===== config.mk =====
export PLATFORM = sky130hd
export DESIGN_NAME = bus_cycle_ctrl
export DESIGN_NICKNAME = d
export VERILOG_FILES = /design/src/rtl/bus_cycle_ctrl.sv
export SDC_FILE = /design/constraint.sdc
export NUM_CORES = 1
export LEC_CHECK = 0
export CORE_MARGIN = 2
export CORE_UTILIZATION = 49
export DETAILED_ROUTE_END_ITERATION = 7
export PLACE_DENSITY = 0.86
export SYNTH_ARGS = -nofsm -noshare
export SYNTH_HDL_FRONTEND = slang
export SYNTH_SLANG_ARGS = --single-unit

===== constraint.sdc =====
create_clock -name clk -period 2.1 [get_ports clk]
set_input_delay 0.42 -clock clk [delete_from_list [all_inputs] [get_ports clk]]
set_output_delay 0.42 -clock clk [all_outputs]
set_load 0.02 [all_outputs]

===== src/rtl/bus_cycle_ctrl.sv =====
// bus_cycle_ctrl: 68000 bus cycle sequencer behind the MMU.
// Decodes the physical page into a region select, inserts per-region
// wait states and ends each cycle with DTACK or BERR.
// Ports:
//   clk, reset    : clock, synchronous active-high reset
//   as_n, rw      : CPU address strobe (synchronised) and read/write
//   addr_in       : physical page [27:12] from the MMU
//   io_ready      : primary I/O device ready
//   mmu_enable    : MMU translation enable
//   *_cs          : active-high region selects
//   oe, we        : read / write strobes to the selected device
//   dtack_n       : data transfer acknowledge, active-low
//   berr_n        : bus error, active-low
module bus_cycle_ctrl #(
    parameter logic [3:0] RAM_WAIT = 4'd0,
    parameter logic [3:0] ROM_WAIT = 4'd1,
    parameter logic [3:0] GFX_WAIT = 4'd2,
    parameter logic [3:0] IO_WAIT  = 4'd1,
    parameter logic [7:0] TIMEOUT  = 8'd64
) (
    input  logic         clk,
    input  logic         reset,
    input  logic         as_n,
    input  logic         rw,
    input  logic [27:12] addr_in,
    input  logic         io_ready,
    output logic         mmu_enable,
    output logic         ram_cs,
    output logic         rom_cs,
    output logic         gfx_cs,
    output logic         io_cs,
    output logic         board_cs,
    output logic         ptab_cs,
    output logic         oe,
    output logic         we,
    output logic         dtack_n,
    output logic         berr_n
);

    typedef enum logic [2:0] {
        IDLE,
        DECODE,
        WAIT,
        ACK,
        ERR
    } state_t;

    // One-hot select order: {ram, rom, gfx, io, board, ptab}
    localparam logic [5:0] CS_RAM   = 6'b100000;
    localparam logic [5:0] CS_ROM   = 6'b010000;
    localparam logic [5:0] CS_GFX   = 6'b001000;
    localparam logic [5:0] CS_IO    = 6'b000100;
    localparam logic [5:0] CS_BOARD = 6'b000010;
    localparam logic [5:0] CS_PTAB  = 6'b000001;

    state_t     state;
    logic [5:0] cs;
    logic [3:0] wcnt;
    logic [7:0] tcnt;

    logic [5:0] dec_cs;
    logic [3:0] dec_wait;

    always_comb begin
        dec_cs   = 6'b000000;
        dec_wait = 4'd0;
        if (addr_in[27]) begin
            dec_cs   = CS_RAM;
            dec_wait = RAM_WAIT;
        end else if (addr_in[27:26] == 2'b01) begin
            dec_cs   = CS_ROM;
            dec_wait = ROM_WAIT;
        end else if (addr_in[27:22] == 6'b001111) begin
            dec_cs   = CS_GFX;
            dec_wait = GFX_WAIT;
        end else if (addr_in[27:20] == 8'h03) begin
            dec_cs   = CS_IO;
            dec_wait = IO_WAIT;
        end else if (addr_in[27:20] == 8'h02) begin
            dec_cs   = CS_PTAB;
        end else if (addr_in[27:20] == 8'h01) begin
            dec_cs   = CS_BOARD;
        end
    end

    always_ff @(posedge clk) begin
        if (reset) begin
            state      <= IDLE;
            mmu_enable <= 1'b0;
            cs         <= 6'b000000;
            oe         <= 1'b0;
            we         <= 1'b0;
            dtack_n    <= 1'b1;
            berr_n     <= 1'b1;
            wcnt       <= 4'd0;
            tcnt       <= 8'd0;
        end else begin
            unique case (state)
                IDLE: begin
                    if (!as_n) begin
                        state      <= DECODE;
                        mmu_enable <= 1'b1;
                    end
                end
                DECODE: begin
                    if (as_n) begin
                        state      <= IDLE;
                        mmu_enable <= 1'b0;
                    end else if (dec_cs == 6'b000000 ||
                                 (dec_cs == CS_ROM && !rw)) begin
                        state  <= ERR;
                        berr_n <= 1'b0;
                    end else begin
                        state <= WAIT;
                        cs    <= dec_cs;
                        oe    <= rw;
                        we    <= ~rw;
                        wcnt  <= dec_wait;
                        tcnt  <= 8'd0;
                    end
                end
                WAIT: begin
                    if (as_n) begin
                        state      <= IDLE;
                        mmu_enable <= 1'b0;
                        cs         <= 6'b000000;
                        oe         <= 1'b0;
                        we         <= 1'b0;
                    end else if (cs == CS_IO) begin
                        // Ready is checked first so it beats the timeout
                        if (wcnt == 4'd0 && io_ready) begin
                            state   <= ACK;
                            dtack_n <= 1'b0;
                        end else if (tcnt == TIMEOUT - 8'd1) begin
                            state  <= ERR;
                            berr_n <= 1'b0;
                            cs     <= 6'b000000;
                            oe     <= 1'b0;
                            we     <= 1'b0;
                        end else begin
                            tcnt <= tcnt + 8'd1;
                            if (wcnt != 4'd0) begin
                                wcnt <= wcnt - 4'd1;
                            end
                        end
                    end else if (wcnt == 4'd0) begin
                        state   <= ACK;
                        dtack_n <= 1'b0;
                    end else begin
                        wcnt <= wcnt - 4'd1;
                    end
                end
                ACK, ERR: begin
                    if (as_n) begin
                        state      <= IDLE;
                        mmu_enable <= 1'b0;
                        cs         <= 6'b000000;
                        oe         <= 1'b0;
                        we         <= 1'b0;
                        dtack_n    <= 1'b1;
                        berr_n     <= 1'b1;
                    end
                end
                default: begin
                    state <= IDLE;
                end
            endcase
        end
    end

    assign ram_cs   = cs[5];
    assign rom_cs   = cs[4];
    assign gfx_cs   = cs[3];
    assign io_cs    = cs[2];
    assign board_cs = cs[1];
    assign ptab_cs  = cs[0];

endmodule


==> flow_summary.yaml, run 1 <==
status:
  status: "finished, final reports clean"
synthesis:
  synth-adder-area-share_pct: 2.36
  synth-edff-count: 0
  synth.net_count: 214
  synth_xor_area_share_pct: 1.65
  syn_area_per_cell_um2: 8.37
  synthMuxAreaShare_pct: 6.29
  seq_area_frac_synth_pct: 32.7
  synth_compound_area_share_pct: 20.0
  synth_top_area_share_pct: 32.7
  syn-instance-count: 190
  async_flop_share_pct: 0
  yosys-top-cells-area: "dfxtp_1, nand2_1, mux2i_1, a21oi_1, nor2_1"
  synth_flop_cell: "dfxtp_1"
  synth_top_family_by_area: "simple AND/OR/NAND/NOR gates"
  synth.distinct_cells: 56
  ys_ff_latch: 26
  synth_area_um2: 1590
  yosys.area.top_type: "dfxtp_1"
  synth-simple-area-share_pct: 32.4
  yosysWarnings: 0
sta:
  max_freq_mhz: 509
  finalCritPeriodShare_pct: 93.5
  final.setup.tns_ps: 0
  fin_hold_ws_ps: 477
  finalHoldViolCount: 0
  worst_pin_slew_ps: 544
  slew_headroom_pct: 63.7
  period_needed_ps: 1960
  fin_skew_ps: 4.50
  setup-violations-final: 0
  maxSlewViolCount: 0
detailed_routing:
  via_count: 1620
  routed_wirelength_um: 3930
  routedWlPerCell_um: 14.0
  detail_route.iter0.violations: 67
  drc_errors: 0
  antenna_left: 0
  viasPerCell: 5.74
  drt_first_pass_iters: 4
placed_design:
  gp_congestion: 0.851
  io_buffers: 23
  dp_hpwl_um: 3060
power:
  total_power_mw: 1.01
  irDropWorstVdd_v: 0.000404
  p_leak_nw: 0.825
  p_per_area_nw_per_um2: 477
setup_path:
  rr_startpoint: "tcnt[1]"
  cp.required_ps: 2340
  startpoint_type: "flip-flop"
  arrival_ps: 2200
  r2r_slack_ps: 140
  criticalPathCategory: "flip-flop to flip-flop"
  endpoint_kind: "flip-flop"
  timing.rr.end: "wcnt[2]"
  crit_path_max_fanout: 4
  ff2ff_path_depth: 6
worst_hold_path:
  hold_end: "dtack_n"
  min-delay-start: "dtack_n"
  min_path_cells: 2
  holdCritPathClass: "flip-flop to flip-flop"
clock_network:
  numCtsBuffers: 3
  cts.clk_slew.worst_paths_ps: 150
  ctsHoldBuffers: 0
  tritoncts: "yes"
  numClockSinks: 26
  root_buffer: "clkbuf_4"
  clk_latency_ps: 330
  cts_buffer_depth: 2
  htreeDepth: 1
floorplanning:
  placementRows: 20
  start_util_pct: 51.7
  coreArea_um2: 3080
  die_width_um: 61.0
  die-area_um2: 3720
  fp.dieH_um: 61.0
  design.portCount: 32
final_layout:
  drive_gt1_share_pct: 17.6
  n_fill_cell: 256
  final_util_pct: 68.5
  mostFrequentLayoutCell: "buf_4"
  diodes: 0
  nNetsFinal: 263
  layout_common_cells: "buf_4, nand2_1, dfxtp_1, clkdlybuf4s50_1, nor2_1"
  areaGrowthSynthToFinish_pct: 32.6
grt:
  antenna_found_initial: 0
  grt_overflow: 0
  grt_use_total_pct: 24.1
  grt_pass1_wl_um: 6720
  first_global_vias: 1532
  grt_start_max_net_pins: 15
job:
  maxCapViolations: 0
==> synth_stat cells (all sizes together), types with 5 or more instances <==
| library cell | instances |
|---|---|
| nand2b | 6 |
| a21oi | 9 |
| mux2i | 10 |
| nand4 | 6 |
| inv | 5 |
| nand2 | 27 |
| nor2 | 13 |
| nand3 | 9 |
| o21ai | 7 |
| buf | 5 |
| o211ai | 5 |
| dfxtp | 26 |
==> how the worst max path moves through the flow <==
stage / from / end / slack (ps)
2_1_floorplan: tcnt[0] / wcnt[2] / 290
3_3_place_gp: addr_in[23] / wcnt[3] / -180
3_5_place_dp: addr_in[23] / wcnt[3] / -200
4_1_cts: tcnt[0] / wcnt[2] / 20
5_1_grt: tcnt[1] / wcnt[2] / -10
6_report: tcnt[1] / wcnt[2] / 140
==> final cells by class <==
cell class	count	area [um2]	share of cell area, %
Multi-Input combinational cell	150	1010	48.0
Inverter	6	22.5	1.07
Clock buffer	4	36.3	1.72
Timing Repair Buffer	52	460	21.8
Tap cell	44	55.1	2.61
Sequential cell	26	522	24.7
==> layer usage <==
layer	vias up	share of wire, %	global-route usage, %
met5	-	0	0
met4	0	1.2	5.90
met3	6	6.4	5.54
met2	52	50	42.9
met1	761	42	29.3
li1	801	-	-
==> stage by stage <==
stage | instances | instance area, um2 | worst slack [ps]
6_report | 282 | 2110 | 137
5_1_grt | 282 | 2110 | -13.0
4_1_cts | 281 | 2080 | 21.6
3_5_place_dp | 277 | 2050 | -202
3_3_place_gp | 277 | 2050 | -181
2_1_floorplan | 190 | 1590 | 287
==> power by group <==
part | internal (mW) | total [mW] | switching [mW]
Sequential | 0.507 | 0.517 | 0.00962
Clock | 0.106 | 0.262 | 0.156
Combinational | 0.113 | 0.228 | 0.114
Total | 0.726 | 1.01 | 0.280
==> critical path, cell delays in order (launching register included) <==
cell,delay (ps)
dfxtp_1,380
ha_1,190
nor4bb_4,320
a21boi_1,140
o311ai_2,400
nor4_1,110
a311o_1,330
==> state kept, by name, indices dropped and copies added, names as in the netlist <==
| name | cells |
|---|---|
| oe | 1 |
| state | 3 |
| mmu_enable | 1 |
| dtack_n | 1 |
| we | 1 |
| berr_n | 1 |
| cs | 6 |
| wcnt | 4 |
| tcnt | 8 |
==> logic make-up after synthesis <==
logic type | Yosys count
mux | 10
fa+ha+maj | 3
xor+xnor | 3
buf+inv | 14
compound gates | 44
simple gates | 90
flops | 26
==> what timing repair did <==
item,in CTS,in global routing
endpoints found under the setup margin,0,11
resized for setup,0,4
setup buffers,0,1
Power figures use the tool's default switching activity.
==> inputs of run 2 (changes only) <==
SKIP_LAST_GASP = 1   (was not set)
==> results of run 2 <==
The final DEF is identical to that of run 1; final timing and power are the same.
